$ cat config.mk
export PLATFORM = sky130hd
export DESIGN_NAME = interval_arbiter
export DESIGN_NICKNAME = d
export VERILOG_FILES = /design/src/rtl/interval_arbiter.sv
export SDC_FILE = /design/constraint.sdc
export NUM_CORES = 1
export LEC_CHECK = 0
export BUFFER_PORTS_ARGS = -buffer_cell sky130_fd_sc_hd__buf_2
export CAP_MARGIN = 5
export CELL_PAD_IN_SITES_DETAIL_PLACEMENT = 0
export CELL_PAD_IN_SITES_GLOBAL_PLACEMENT = 2
export CORE_UTILIZATION = 26
export DETAILED_ROUTE_END_ITERATION = 6
export PLACE_DENSITY_LB_ADDON = 0.1
export SLEW_MARGIN = 40
export SYNTH_ARGS = -nofsm -noshare
export SYNTH_HDL_FRONTEND = slang
export SYNTH_SLANG_ARGS = --single-unit
$ cat constraint.sdc
create_clock -name clk -period 3.2 [get_ports clk]
set_clock_uncertainty 0.05 [all_clocks]
set_input_delay 0 -clock clk [delete_from_list [all_inputs] [get_ports clk]]
set_output_delay 0 -clock clk [all_outputs]
set_load 0.02 [all_outputs]
$ cat src/rtl/interval_arbiter.sv
// ============================================================================
// interval_arbiter : round-robin scheduler for one shared down-counting
//                    interval timer, with tagged completion pulse.
// Revision: 1.0
// ============================================================================
`default_nettype none

module interval_arbiter #(
  parameter int NREQ = 4,
  parameter int W    = 4,
  parameter int IDW  = 2
) (
  input  logic              clk,
  input  logic              rst,
  input  logic              en,
  input  logic [NREQ-1:0]   req,
  input  logic [NREQ*W-1:0] dur,
  output logic [NREQ-1:0]   gnt,
  output logic              busy,
  output logic [W-1:0]      count,
  output logic              done,
  output logic [IDW-1:0]    done_id
);

  typedef enum logic [1:0] {
    IDLE = 2'd0,
    RUN  = 2'd1,
    DONE = 2'd2
  } state_t;

  state_t          state_q, state_d;
  logic [IDW-1:0]  ptr_q, ptr_d;
  logic [IDW-1:0]  idx_q, idx_d;
  logic [NREQ-1:0] gnt_q, gnt_d;
  logic [W-1:0]    count_q, count_d;
  logic            busy_q, busy_d;
  logic            done_q, done_d;
  logic [IDW-1:0]  done_id_q, done_id_d;

  logic            arb_found;
  logic [IDW-1:0]  arb_idx;
  logic [NREQ-1:0] arb_oh;
  logic [W-1:0]    arb_dur;
  logic [IDW-1:0]  ptr_next;

  // Winner is the requester with the smallest circular distance from ptr.
  always_comb begin
    int best;
    int off;
    arb_found = 1'b0;
    arb_idx   = '0;
    arb_oh    = '0;
    arb_dur   = '0;
    best      = NREQ;
    off       = 0;
    for (int c = 0; c < NREQ; c++) begin
      off = c - int'(ptr_q);
      if (off < 0) begin
        off = off + NREQ;
      end
      if (req[c] && (off < best)) begin
        best      = off;
        arb_found = 1'b1;
        arb_idx   = IDW'(c);
        arb_oh    = '0;
        arb_oh[c] = 1'b1;
        arb_dur   = dur[c*W +: W];
      end
    end
  end

  assign ptr_next = (idx_q == IDW'(NREQ - 1)) ? '0 : (idx_q + IDW'(1));

  always_comb begin
    state_d   = state_q;
    ptr_d     = ptr_q;
    idx_d     = idx_q;
    gnt_d     = gnt_q;
    count_d   = count_q;
    done_d    = 1'b0;
    done_id_d = '0;
    case (state_q)
      IDLE: begin
        if (arb_found) begin
          state_d = RUN;
          idx_d   = arb_idx;
          gnt_d   = arb_oh;
          count_d = arb_dur;
        end
      end
      RUN: begin
        // Zero check wins over en so a paused interval at 0 still completes.
        if (count_q == '0) begin
          state_d   = DONE;
          gnt_d     = '0;
          done_d    = 1'b1;
          done_id_d = idx_q;
        end else if (en) begin
          count_d = count_q - W'(1);
        end
      end
      DONE: begin
        state_d = IDLE;
        ptr_d   = ptr_next;
      end
      default: begin
        state_d = IDLE;
        gnt_d   = '0;
        count_d = '0;
      end
    endcase
    busy_d = (state_d != IDLE);
  end

  always_ff @(posedge clk) begin
    if (!rst) begin
      state_q   <= IDLE;
      ptr_q     <= '0;
      idx_q     <= '0;
      gnt_q     <= '0;
      count_q   <= '0;
      busy_q    <= 1'b0;
      done_q    <= 1'b0;
      done_id_q <= '0;
    end else begin
      state_q   <= state_d;
      ptr_q     <= ptr_d;
      idx_q     <= idx_d;
      gnt_q     <= gnt_d;
      count_q   <= count_d;
      busy_q    <= busy_d;
      done_q    <= done_d;
      done_id_q <= done_id_d;
    end
  end

  assign gnt     = gnt_q;
  assign busy    = busy_q;
  assign count   = count_q;
  assign done    = done_q;
  assign done_id = done_id_q;

endmodule

`default_nettype wire
After elaboration in Yosys (flattened, before gate mapping)
Cells that the tools add are included.

cells by class
  add/subtract/negate cells = 10
  magnitude comparators = 8
  equality and inequality tests = 7
  multiplexer cells = 34
  bitwise operators = 1
  reductions and logical operators = 12

operator list
  kind                                                                    count
  32-bit 2-to-1 mux                                                       7
  32-bit < comparator                                                     3
  4-bit 2-to-1 mux                                                        12
  32-bit by 4-bit < comparator with 1-bit output (second input constant)  1
  4-bit one-hot mux with 3 select lines                                   2
  3-bit by 4-bit adder with 5-bit output (second input constant)          4
  3-bit by 1-bit < comparator with 1-bit output (second input constant)   4
  2-bit 2-to-1 mux                                                        5
  2-bit != test (second input constant)                                   4
  1-bit 2-to-1 mux                                                        7
  3-bit AND reduction                                                     2
  1-bit by 2-bit subtractor with 3-bit output (first input constant)      2
  2-bit by 2-bit subtractor with 3-bit output (first input constant)      2
  2-bit == test (second input constant)                                   2
  1-bit logical AND                                                       4
  4-bit logical NOT                                                       1
  2-bit one-hot mux with 2 select lines                                   1
  2-bit AND reduction                                                     2
  4-bit AND reduction                                                     1
  4-bit by 1-bit subtractor with 4-bit output (second input constant)     1
  2-bit by 1-bit adder with 2-bit output (second input constant)          1
  2-bit by 1-bit == test with 1-bit output (second input constant)        1
  2-bit logical NOT                                                       1
  2-bit nonzero test                                                      1
  1-bit inverter                                                          1

storage, ports and cells
  register bits after elaboration = 18
  bits of input ports = 23
  word-level logic and storage cells = 80

Depth between registers and ports, before layout
Gate-level depths: netlist of run 1.

  depth in word-level cells = 18
  gate-level depth with buffers = 14

Worst setup path before layout of run 1
No wires, ideal clock.

  path kind = register to register
  from = register ptr_q[0]
  to = register gnt_q[2], in the netlist gnt[2]
  arrival time = 2,817 ps
  data required time = 3,033 ps
  slack = 215 ps
  cell stages (with the launch flop) = 13
  buffers on the path = 0
  period minus slack after synthesis = 2,985 ps
  cell sequence = dfxtp_1 -> nand2b_1 -> nor3b_1 -> a21oi_1 -> ha_1 -> nor2_1 -> o31ai_1 -> o21ai_0 -> ha_1 -> nand2b_1 -> o21ai_1 -> nand2_1 -> a32o_1

on the way
  longest elaborated chain between the ends = 17
  elaborated cells between the ends (all ways) = 37
  classes of those cells = add/sub (8); order compare (8); eq/ne (1); mux (15); reduce/logical (5)

ends and longest elaborated chain
  element                                                                                                         line    source
  start: declaration                                                                                              32      logic [IDW-1:0] ptr_q, ptr_d;
  start signal: assignment                                                                                        127     ptr_q <= ptr_d;
  1-bit by 2-bit subtractor with 3-bit output                                                                     57      off = c - int'(ptr_q);
  3-bit by 4-bit adder with 5-bit output / 3-bit by 1-bit < comparator with 1-bit output (equally long branches)  59, 58
  32-bit 2-to-1 mux                                                                                               58      if (off < 0) begin
  32-bit by 4-bit < comparator with 1-bit output                                                                  61      if (req[c] && (off < best)) begin
  1-bit logical AND                                                                                               61
  32-bit 2-to-1 mux                                                                                               61
  32-bit < comparator                                                                                             61
  1-bit logical AND                                                                                               61
  32-bit 2-to-1 mux                                                                                               61
  32-bit < comparator                                                                                             61
  1-bit logical AND                                                                                               61
  32-bit 2-to-1 mux                                                                                               61
  32-bit < comparator                                                                                             61
  1-bit logical AND                                                                                               61
  4-bit 2-to-1 mux / 1-bit 2-to-1 mux (equally long branches)                                                     61
  4-bit 2-to-1 mux / 2-bit != test (equally long branches)                                                        -
  4-bit one-hot mux with 3 select lines / 3-bit AND reduction (equally long branches)                             -
  end signal: assignment                                                                                          129     gnt_q <= gnt_d;
  end: declaration                                                                                                34      logic [NREQ-1:0] gnt_q, gnt_d;

Parallel ways exist; a longest one is shown, timed or not. The select of a mux whose other input is x is not followed.
A chain may end at the register's enable or synchronous reset.

Worst setup path after layout of run 1
  from = register ptr_q[1]
  to = register count_q[0], in the netlist count[0]

on the way
  longest elaborated chain between the ends = 17
  elaborated cells between the ends (all ways) = 39
  classes of those cells = add/sub (8); order compare (8); eq/ne (1); mux (17); reduce/logical (5)

ends and longest elaborated chain
  element                                                                                                         line    source
  1-bit by 2-bit subtractor with 3-bit output                                                                     57
  3-bit by 4-bit adder with 5-bit output / 3-bit by 1-bit < comparator with 1-bit output (equally long branches)  59, 58
  32-bit 2-to-1 mux                                                                                               58
  32-bit by 4-bit < comparator with 1-bit output                                                                  61
  1-bit logical AND                                                                                               61
  32-bit 2-to-1 mux                                                                                               61
  32-bit < comparator                                                                                             61
  1-bit logical AND                                                                                               61
  32-bit 2-to-1 mux                                                                                               61
  32-bit < comparator                                                                                             61
  1-bit logical AND                                                                                               61
  32-bit 2-to-1 mux                                                                                               61
  32-bit < comparator                                                                                             61
  1-bit logical AND                                                                                               61
  4-bit 2-to-1 mux / 1-bit 2-to-1 mux (equally long branches)                                                     61
  4-bit 2-to-1 mux / 2-bit != test (equally long branches)                                                        -
  4-bit one-hot mux with 3 select lines / 4-bit AND reduction (equally long branches)                             -
  end signal: assignment                                                                                          130     count_q <= count_d;
  end: declaration                                                                                                35      logic [W-1:0] count_q, count_d;

Parallel ways exist; a longest one is shown, timed or not. The select of a mux whose other input is x is not followed.

==> qor.yml, run 1 <==
outcome:
  status: "complete, no violations"
floorplanning:
  num_io_pins: 35
  fp.dieArea_mm2: 0.00461
  num_rows: 23
  initial_core_util_pct: 27.6
  core_mm2: 0.00409
  die_x_um: 67.9
  die-height_um: 67.9
clock_network:
  worstSkewPairLatency_ps: 250
  clockBufferDepth: 2
  htree_levels: 1
  cts_sinks: 18
  numCtsBuffers: 3
  root_buffer: "clkbuf_8"
  clk_pin_slew_ps: 70
  tritoncts: "done"
global_routing:
  overflow: 0
  grt_first_pass_wirelength_um: 5240
  grt_max_degree: 13
  antenna_found_initial: 0
  grt_pass1_vias: 1128
  grtUsageTotal_pct: 15.3
finish:
  nFillCells: 451
  antenna_cells: 0
  syn_to_final_growth_pct: 28.1
  stdcell_area_mm2: 0.00145
  finalNonFillerCells: 221
  layout.nets: 200
  drive_gt1_share_pct: 27.5
  post-route-util_pct: 35.4
  layout_common_cells: "buf_2, dfxtp_1, nor2_1"
  final_common_cell: "buf_2"
detailed_routing:
  drt-pass1-iter-count: 4
  routed_via_density: 5.37
  route.vias.total: 1187
  ant_nets: 0
  drc: 0
  wire_per_inst_um: 14.5
  drt_wl_total_um: 3200
  drt_iter0_markers: 60
power:
  power_density_mw_per_mm2: 689
  seq_power_share_pct: 33.9
  p_sw_uw: 410
  power_frac_clock_pct: 18.4
  internal_power_uw: 587
  p_leak_uw: 0.000599
  p_sw_share_pct: 41.1
  share_comb_of_total_power_pct: 47.7
  ir_drop_mv: 0.285
  fin_total_pwr_uw: 997
placed_design:
  hpwlAfterDp_um: 2560
  placed_cells: 215
  gp_congestion: 0.804
  io_buffers: 34
  placed_cell_area_mm2: 0.00135
synthesis:
  ys.flop_type: "dfxtp_1"
  yosysUniqueCellTypes: 46
  synth.avg_cell_area_um2: 8.49
  synth_area_leader_cell: "dfxtp_1"
  synth_edf_count: 0
  synth_seq_area_share_pct: 31.9
  postSynth.asyncResetShare_pct: 0
  syn_inst: 133
  synth_nets: 161
  synth_top_cell_area_share_pct: 31.9
  ys_top_cells_by_area: "dfxtp_1, nor2_1, ha_1, o211ai_1, a221oi_1"
  synth_seq_cells: 18
  netlist_area_mm2: 0.00113
  ys_warn_count: 0
setup_path:
  crit_top_cell: "ha_1"
  cp.required_ps: 3330
  cp-start-kind: "flip-flop"
  arrival_ps: 3080
  critical-path-max-stage-delay_ps: 440
  end_kind: "flip-flop"
  cp_max_fo: 7
  crit_type: "reg2reg"
  path_cells: "nand2b_1 -> nor3b_1 -> a21oi_1 -> ha_1 -> nor2_1 -> o31ai_2 -> o21ai_0 -> ha_1 -> o32ai_1 -> a31oi_1 -> o21ai_4 -> a2111o_1 -> o221ai_1"
  slowest_stage: "a2111o_1"
job:
  drv_cap: 0
timing:
  setup_viol: 0
  slew_violations: 0
  slew-limit-headroom_pct: 53.8
  layout_min_cycle_time_ps: 2950
  worst_pin_slew_ps: 690
  finalHoldViolations: 0
  fin_crit_sh_pct: 92.3
  hold_ws_ps: 20.2
  fmax_mhz: 338
worst_hold_path:
  min_path_type: "in2reg"
-- cells by family (layout without fill, tap and decap cells) --
| kind of cell | Yosys count | in the layout | synth area share, % |
|---|---|---|---|
| XOR/XNOR | 1 | 1 | 0.775 |
| flip-flops | 18 | 18 | 31.9 |
| adder cells (fa/ha/maj) | 5 | 5 | 5.54 |
| AND/OR/NAND/NOR | 48 | 48 | 21.7 |
| buffers and inverters | 11 | 49 | 4.98 |
| multiplexers | 3 | 3 | 2.66 |
| AO/OA/AOI/OAI | 47 | 47 | 32.4 |
-- worst paths after layout --
path / from / endpoint / slack, ps / cells past startpoint
worst max-delay path: ptr_q[1] / count[0] / 250 / 13
worst min-delay path: dur[12] / count[0] / 20 / 3
worst max register to register: ptr_q[1] / count[0] / 250 / 13
worst min register to register: gnt[1] / gnt[1] / 430 / 1
-- power by group through the flow --
stage	logic (µW)	registers, µW	clock network, µW
2_1_floorplan	293	372	0
6_report	476	338	183
5_1_grt	532	351	205
3_3_place_gp	465	346	0
3_5_place_dp	469	345	0
4_1_cts	472	340	190
-- critical path: cells and delay by family, from the launching register on --
kind / cells / cell delay [ps]
simple gates: 3 / 430
flops: 1 / 350
fa+ha+maj: 2 / 570
compound gates: 8 / 1450
-- cells in the mapped netlist, types with 3 or more instances --
cell	number
and2_1	3
o21ai_0	4
a221oi_1	4
o211ai_1	5
nand2b_1	5
clkbuf_1	3
o2111ai_1	3
nand2_1	8
inv_1	5
nor2_1	17
nor3_1	4
dfxtp_1	18
ha_1	5
mux2i_1	3
a21oi_1	6
a2111o_1	3
a32o_1	3
-- stage by stage --
stage	setup slack, ps	TNS (ps)
4_1_cts	107	0
5_1_grt	-49.1	-90.0
3_5_place_dp	129	0
6_report	245	0
3_3_place_gp	238	0
2_1_floorplan	215	0
-- cell type report --
class / count / area, µm² / area share (%)
clock buffer: 4 / 55.1 / 3.80
multi-input combinational: 104 / 734 / 50.7
sequential: 18 / 360 / 24.9
tap: 50 / 62.6 / 4.32
inverter: 6 / 22.5 / 1.56
timing repair buffer: 39 / 213 / 14.7
-- state kept, by name, indices dropped and copies added (netlist names) --
signal and cells:
count 4, gnt 4, done_id 2, done 1, idx_q 2, state_q 2, ptr_q 2, busy 1
-- routing by layer --
layer / vias up / share of wire (%) / GRT usage (%)
li1: 592 / - / -
met1: 559 / 45 / 19.2
met2: 31 / 49 / 26.3
met3: 5 / 4.9 / 3.50
met4: 0 / 0.66 / 3.13
met5: - / 0 / 0
-- what timing repair did --
item                                    in CTS  in global routing
hold buffers                                 2                  0
endpoints found under the hold margin        2                  0
endpoints found under the setup margin       0                  9
resized for setup                            0                  4
setup buffers                                0                  0
Power figures use the tool's default switching activity.
==> inputs of run 2 (changes only) <==
--- a/config.mk
+++ b/config.mk
@@ -10,6 +10,7 @@
 export CELL_PAD_IN_SITES_DETAIL_PLACEMENT = 0
 export CELL_PAD_IN_SITES_GLOBAL_PLACEMENT = 2
 export CORE_UTILIZATION = 26
+export CTS_CLUSTER_SIZE = 12
 export DETAILED_ROUTE_END_ITERATION = 6
 export PLACE_DENSITY_LB_ADDON = 0.1
 export SLEW_MARGIN = 40
==> constraint.sdc (replaced) <==
create_clock -name clk -period 3.2 [get_ports clk]
set_clock_uncertainty 0.05 [all_clocks]
set_input_delay 0.48 -clock clk [delete_from_list [all_inputs] [get_ports clk]]
set_output_delay 0.48 -clock clk [all_outputs]
set_load 0.02 [all_outputs]
==> run 2 against run 1 <==
Effect of this change: total power is 2.3% higher; cell count rose by 1.8%; register-to-register slack improved by 30 ps; sequential power is 1% higher; via count up 1.4%.
==> qor.yml, run 2 (synthesis gave the netlist of run 1 again) <==
outcome:
  status: "complete, no violations"
finish:
  nFillCells: 451  # unchanged
  final_common_cell: "buf_2"
  stdcell_area_mm2: 0.00147  # +1.6%
  finalNonFillerCells: 225  # +1.8%
  layout_common_cells: "buf_2, nor2_1, dfxtp_1"
  syn_to_final_growth_pct: 30.2
  layout.nets: 204  # +2.0%
  antenna_cells: 0  # unchanged
  post-route-util_pct: 36.0  # +0.58 points
  drive_gt1_share_pct: 30.3  # +2.8 points
power:
  internal_power_uw: 596  # +1.6%
  seq_power_share_pct: 33.6  # -0.3 points
  p_leak_uw: 0.000621  # +3.6%
  p_sw_share_pct: 41.5  # +0.40 points
  p_sw_uw: 424  # +3.3%
  ir_drop_mv: 0.388  # +36%
  power_density_mw_per_mm2: 693  # +0.62%
  share_comb_of_total_power_pct: 48.1  # +0.4 points
  power_frac_clock_pct: 18.3  # about the same
floorplanning:
  die-height_um: 67.9  # unchanged
  core_mm2: 0.00409  # unchanged
  num_io_pins: 35  # unchanged
  num_rows: 23  # unchanged
  fp.dieArea_mm2: 0.00461  # unchanged
  die_x_um: 67.9  # unchanged
  initial_core_util_pct: 27.6  # unchanged
clock_network:
  clk_pin_slew_ps: 70  # about the same
  tritoncts: "done"
  clockBufferDepth: 2  # unchanged
  numCtsBuffers: 3  # unchanged
  worstSkewPairLatency_ps: 250  # about the same
  htree_levels: 1  # unchanged
  root_buffer: "clkbuf_8"
  cts_sinks: 18  # unchanged
  cts_setup_buffers: 0  # unchanged
setup_path:
  cp.required_ps: 3330  # about the same
  cp_max_fo: 4  # -3
  crit_type: "reg2reg"
  end_kind: "flip-flop"
  cp-start-kind: "flip-flop"
  arrival_ps: 3050  # -30 ps
placed_design:
  gp_congestion: 0.782  # -2.8%
  hpwlAfterDp_um: 2660  # +3.9%
  placed_cell_area_mm2: 0.00140  # +3.3%
  placed_cells: 221  # +2.8%
  io_buffers: 34  # unchanged
timing:
  slew-limit-headroom_pct: 54.5  # +0.67 points
  hold_ws_ps: 425  # +405 ps
  worst_pin_slew_ps: 680  # -10.0 ps
  setup_viol: 0  # unchanged
  finalHoldViolations: 0  # unchanged
  slew_violations: 0  # unchanged
  fin_crit_sh_pct: 91.3  # -0.99 points
  fmax_mhz: 342  # +1.1%
  fin_setup_tns_ps: 0  # unchanged
  layout_min_cycle_time_ps: 2920  # -31.8 ps
  rsz0062_at_grt: "false"
global_routing:
  grt_max_degree: 13  # unchanged
  antenna_found_initial: 0  # unchanged
  grtUsageTotal_pct: 15.8  # +0.50 points
  overflow: 0  # unchanged
  grt_pass1_vias: 1200  # +6.4%
  grt_first_pass_wirelength_um: 5460  # +4.3%
detailed_routing:
  drt_wl_total_um: 3400  # +6.2%
  routed_via_density: 5.35  # -0.37%
  ant_nets: 0  # unchanged
  route.vias.total: 1204  # +1.4%
  drt_iter0_markers: 85  # +42%
  drc: 0  # unchanged
  wire_per_inst_um: 15.1  # +4.3%
  drt-pass1-iter-count: 4  # unchanged
job:
  drv_cap: 0  # unchanged
worst_hold_path:
  min_path_type: "reg2reg"
==> run 2: repair_timing <==
action                                  in CTS  in global routing
gates resized for setup                      0                  4
endpoints found under the hold margin        0                  0
endpoints found under the setup margin       0                  8
hold buffers                                 0                  0
==> run 2: final timing paths <==
check	startpoint	end	slack, ps	cells past startpoint
hold / removal	gnt[1]	gnt[1]	420	1
hold reg to reg	gnt[1]	gnt[1]	420	1
setup reg to reg	ptr_q[1]	count[0]	280	15
setup / recovery	ptr_q[1]	count[0]	280	15
==> run 2: area by class of cell <==
cell class | instances | area (µm²) | area share (%)
clock buffers | 4 | 55.1 | 3.74
inverters | 6 | 22.5 | 1.53
multi-input cells | 104 | 732 | 49.7
flip-flops and latches | 18 | 362 | 24.6
well taps | 50 | 62.6 | 4.25
repair buffers | 43 | 238 | 16.2
==> run 2: critical path, stage by stage (launching register included) <==
cell and delay (ps):
dfxtp_1 310, nand2b_1 170, nor3b_1 180, a21oi_1 80
ha_1 280, nor2_1 230, o31ai_4 120, nand2_1 80
o21ai_0 80, ha_1 280, o32ai_1 60, a31oi_1 140
o21ai_1 130, buf_4 170, a2111o_1 410, o221ai_1 70
==> run 2: stage by stage <==
step                      worst slack (ps)  total power (µW)
after floorplan                        114               665
after global placement                73.8               828
after detailed placement              7.34               828
after CTS                              116              1020
after global routing                  31.0              1100
final                                  277              1020
==> run 2: per-layer routing <==
layer  track usage, %  up-vias  wire (µm)
li1                 -      607          -
met4             1.56        0         11
met2             29.8       20       1690
met3             3.50        2         89
met5                0        -          0
met1             18.4      575       1610
==> run 2: power groups by stage <==
| stage | registers (µW) | logic [µW] | clock network (µW) |
|---|---|---|---|
| floorplan | 372 | 293 | 0 |
| global placement | 345 | 482 | 0 |
| detailed placement | 346 | 482 | 0 |
| CTS | 341 | 485 | 194 |
| global route | 352 | 547 | 206 |
| finish | 343 | 490 | 187 |
==> inputs of run 3 (changes only) <==
--- a/config.mk
+++ b/config.mk
@@ -12,6 +12,7 @@
 export CORE_UTILIZATION = 26
 export CTS_CLUSTER_SIZE = 12
 export DETAILED_ROUTE_END_ITERATION = 6
+export MAX_ROUTING_LAYER = met4
 export PLACE_DENSITY_LB_ADDON = 0.1
 export SLEW_MARGIN = 40
 export SYNTH_ARGS = -nofsm -noshare
==> run 3 against run 2 <==
Effect of this change: first-iteration DRC count is 7.1% lower; worst hold slack is essentially flat; largest cell class unchanged; via count increased by 0.75%; total power barely moved; final area is the same; core utilization is the same; register-to-register slack barely moved; non-clock buffer count did not move; critical endpoint unchanged.
==> qor.yml, run 3 (synthesis gave the netlist of run 1 again) <==
timing:
  fin_crit_sh_pct: 91.6  # +0.21 points
  finalHoldViolations: 0  # unchanged
  fmax_mhz: 341  # -0.23%
  rsz0062_at_grt: "false"
  fin_setup_tns_ps: 0  # unchanged
  slew-limit-headroom_pct: 55.2  # +0.72 points
  layout_min_cycle_time_ps: 2930  # +6.85 ps
  worst_pin_slew_ps: 669  # -10.8 ps
  slew_violations: 0  # unchanged
  setup_viol: 0  # unchanged
global_routing:
  grtUsageTotal_pct: 16.2  # +0.45 points
  overflow: 0  # unchanged
  grt_pass1_vias: 1199  # -0.083%
  antenna_found_initial: 0  # unchanged
  grt_max_degree: 13  # unchanged
  grt_first_pass_wirelength_um: 5460  # unchanged
setup_path:
  r2r_slack_ps: 270  # about the same
  crit_top_cell: "ha_1"
  path_cells: "nand2b_1 -> nor3b_1 -> a21oi_1 -> ha_1 -> nor2_1 -> o31ai_4 -> nand2_1 -> o21ai_0 -> ha_1 -> o32ai_1 -> a31oi_1 -> o21ai_1 -> buf_4 -> a2111o_1 -> o221ai_1"
  r2r_cells: 15  # unchanged
  end_kind: "flip-flop"
  reg2reg_to: "count[0]"
  slowest_stage: "a2111o_1"
  critical-path-max-stage-delay_ps: 410  # about the same
  arrival_ps: 3060  # about the same
  crit_type: "reg2reg"
  cp_max_fo: 4  # unchanged
  cp.required_ps: 3330  # about the same
  cp-start-kind: "flip-flop"
  r2r_start: "ptr_q[1]"
  crit_start: "ptr_q[1]"
floorplanning:
  fp.dieArea_mm2: 0.00461  # unchanged
  num_rows: 23  # unchanged
  num_io_pins: 35  # unchanged
  core_mm2: 0.00409  # unchanged
  die-height_um: 67.9  # unchanged
  initial_core_util_pct: 27.6  # unchanged
  die_x_um: 67.9  # unchanged
detailed_routing:
  drt_iter0_markers: 79  # -7.1%
  route.vias.total: 1213  # +0.75%
  drt-pass1-iter-count: 4  # unchanged
  wire_per_inst_um: 15.0  # -0.44%
  drc: 0  # unchanged
  ant_nets: 0  # unchanged
  routed_via_density: 5.39  # +0.75%
  drt_wl_total_um: 3380  # -0.44%
job:
  drv_cap: 0  # unchanged
placed_design:
  hpwlAfterDp_um: 2660  # unchanged
  io_buffers: 34  # unchanged
  gp_congestion: 0.792  # +1.4%
power:
  power_frac_clock_pct: 18.3  # about the same
  internal_power_uw: 596  # about the same
  ir_drop_mv: 0.388  # +0.10%
  p_sw_uw: 423  # -0.14%
  share_comb_of_total_power_pct: 48.1  # about the same
  p_sw_share_pct: 41.5  # about the same
  seq_power_share_pct: 33.5  # about the same
  power_density_mw_per_mm2: 693  # about the same
  p_leak_uw: 0.000621  # unchanged
outcome:
  status: "complete, no violations"
finish:
  post-route-util_pct: 36.0  # unchanged
  layout.nets: 204  # unchanged
  layout_common_cells: "buf_2, nor2_1, dfxtp_1"
  antenna_cells: 0  # unchanged
  syn_to_final_growth_pct: 30.2  # unchanged
  final_common_cell: "buf_2"
  drive_gt1_share_pct: 30.3  # unchanged
clock_network:
  cts_setup_buffers: 0  # unchanged
  cts_sinks: 18  # unchanged
  htree_levels: 1  # unchanged
  ctsHoldBuffers: 0  # unchanged
  postCtsResizedCells: 0  # unchanged
  clk_pin_slew_ps: 70  # about the same
  numCtsBuffers: 3  # unchanged
  worstSkewPairLatency_ps: 250  # about the same
  root_buffer: "clkbuf_8"
  clockBufferDepth: 2  # unchanged
  tritoncts: "done"
worst_hold_path:
  min_to: "gnt[1]"
  min_from: "gnt[1]"
  min_path_type: "reg2reg"
  hold_path_depth: 1  # unchanged
==> run 3: cell counts in the layout (fill, tap and decap cells not counted) <==
Identical to the previous run, type by type.
==> run 3: per-stage QoR <==
step / power [µW] / instances / instance area [µm²] / hold WS [ps] / setup slack (ps)
after global routing: 1100 / 225 / 1470 / 465 / 31.0
after CTS: 1020 / 225 / 1450 / 432 / 116
after detailed placement: 828 / 221 / 1400 / 415 / 7.34
after floorplan: 665 / 133 / 1130 / 401 / 114
after global placement: 828 / 221 / 1400 / 402 / 73.8
final: 1020 / 225 / 1470 / 425 / 270
==> run 3: how the worst max path moves through the flow <==
| stage | slack (ps) | end |
|---|---|---|
| final | 270 | count[0] |
| after global routing | 30 | count[1] |
| after CTS | 120 | count[0] |
| after detailed placement | 7 | count[0] |
| after global placement | 70 | count[3] |
| after floorplan | 110 | gnt[2] |
==> run 3: metal layers <==
metal	wire length, µm	share of wire (%)	track usage [%]
met5	0	0	-
met4	11	0.33	1.56
met3	97	2.9	3.50
met2	1660	49	29.8
met1	1620	48	18.4
==> run 3: layout make-up <==
class	instances	area, µm²
Sequential cell	18	362
Inverter	6	22.5
Clock buffer	4	55.1
Tap cell	50	62.6
Multi-Input combinational cell	104	732
Fill cell	451	2620
Timing Repair Buffer	43	238
==> run 3: critical path: cells and delay by family, from the launching register on <==
family                     cells  cell delay, ps
AOI/OAI and AO/OA              8            1090
adders and majority gates      2             560
buffers and inverters          1             170
DFF                            1             320
and+or+nand+nor                4             660
==> run 3: power by group through the flow <==
stage / registers, µW / logic (µW) / clock network (µW)
final: 342 / 491 / 187
after global routing: 352 / 547 / 206
after CTS: 341 / 485 / 194
after detailed placement: 346 / 482 / 0
after global placement: 345 / 482 / 0
after floorplan: 372 / 293 / 0
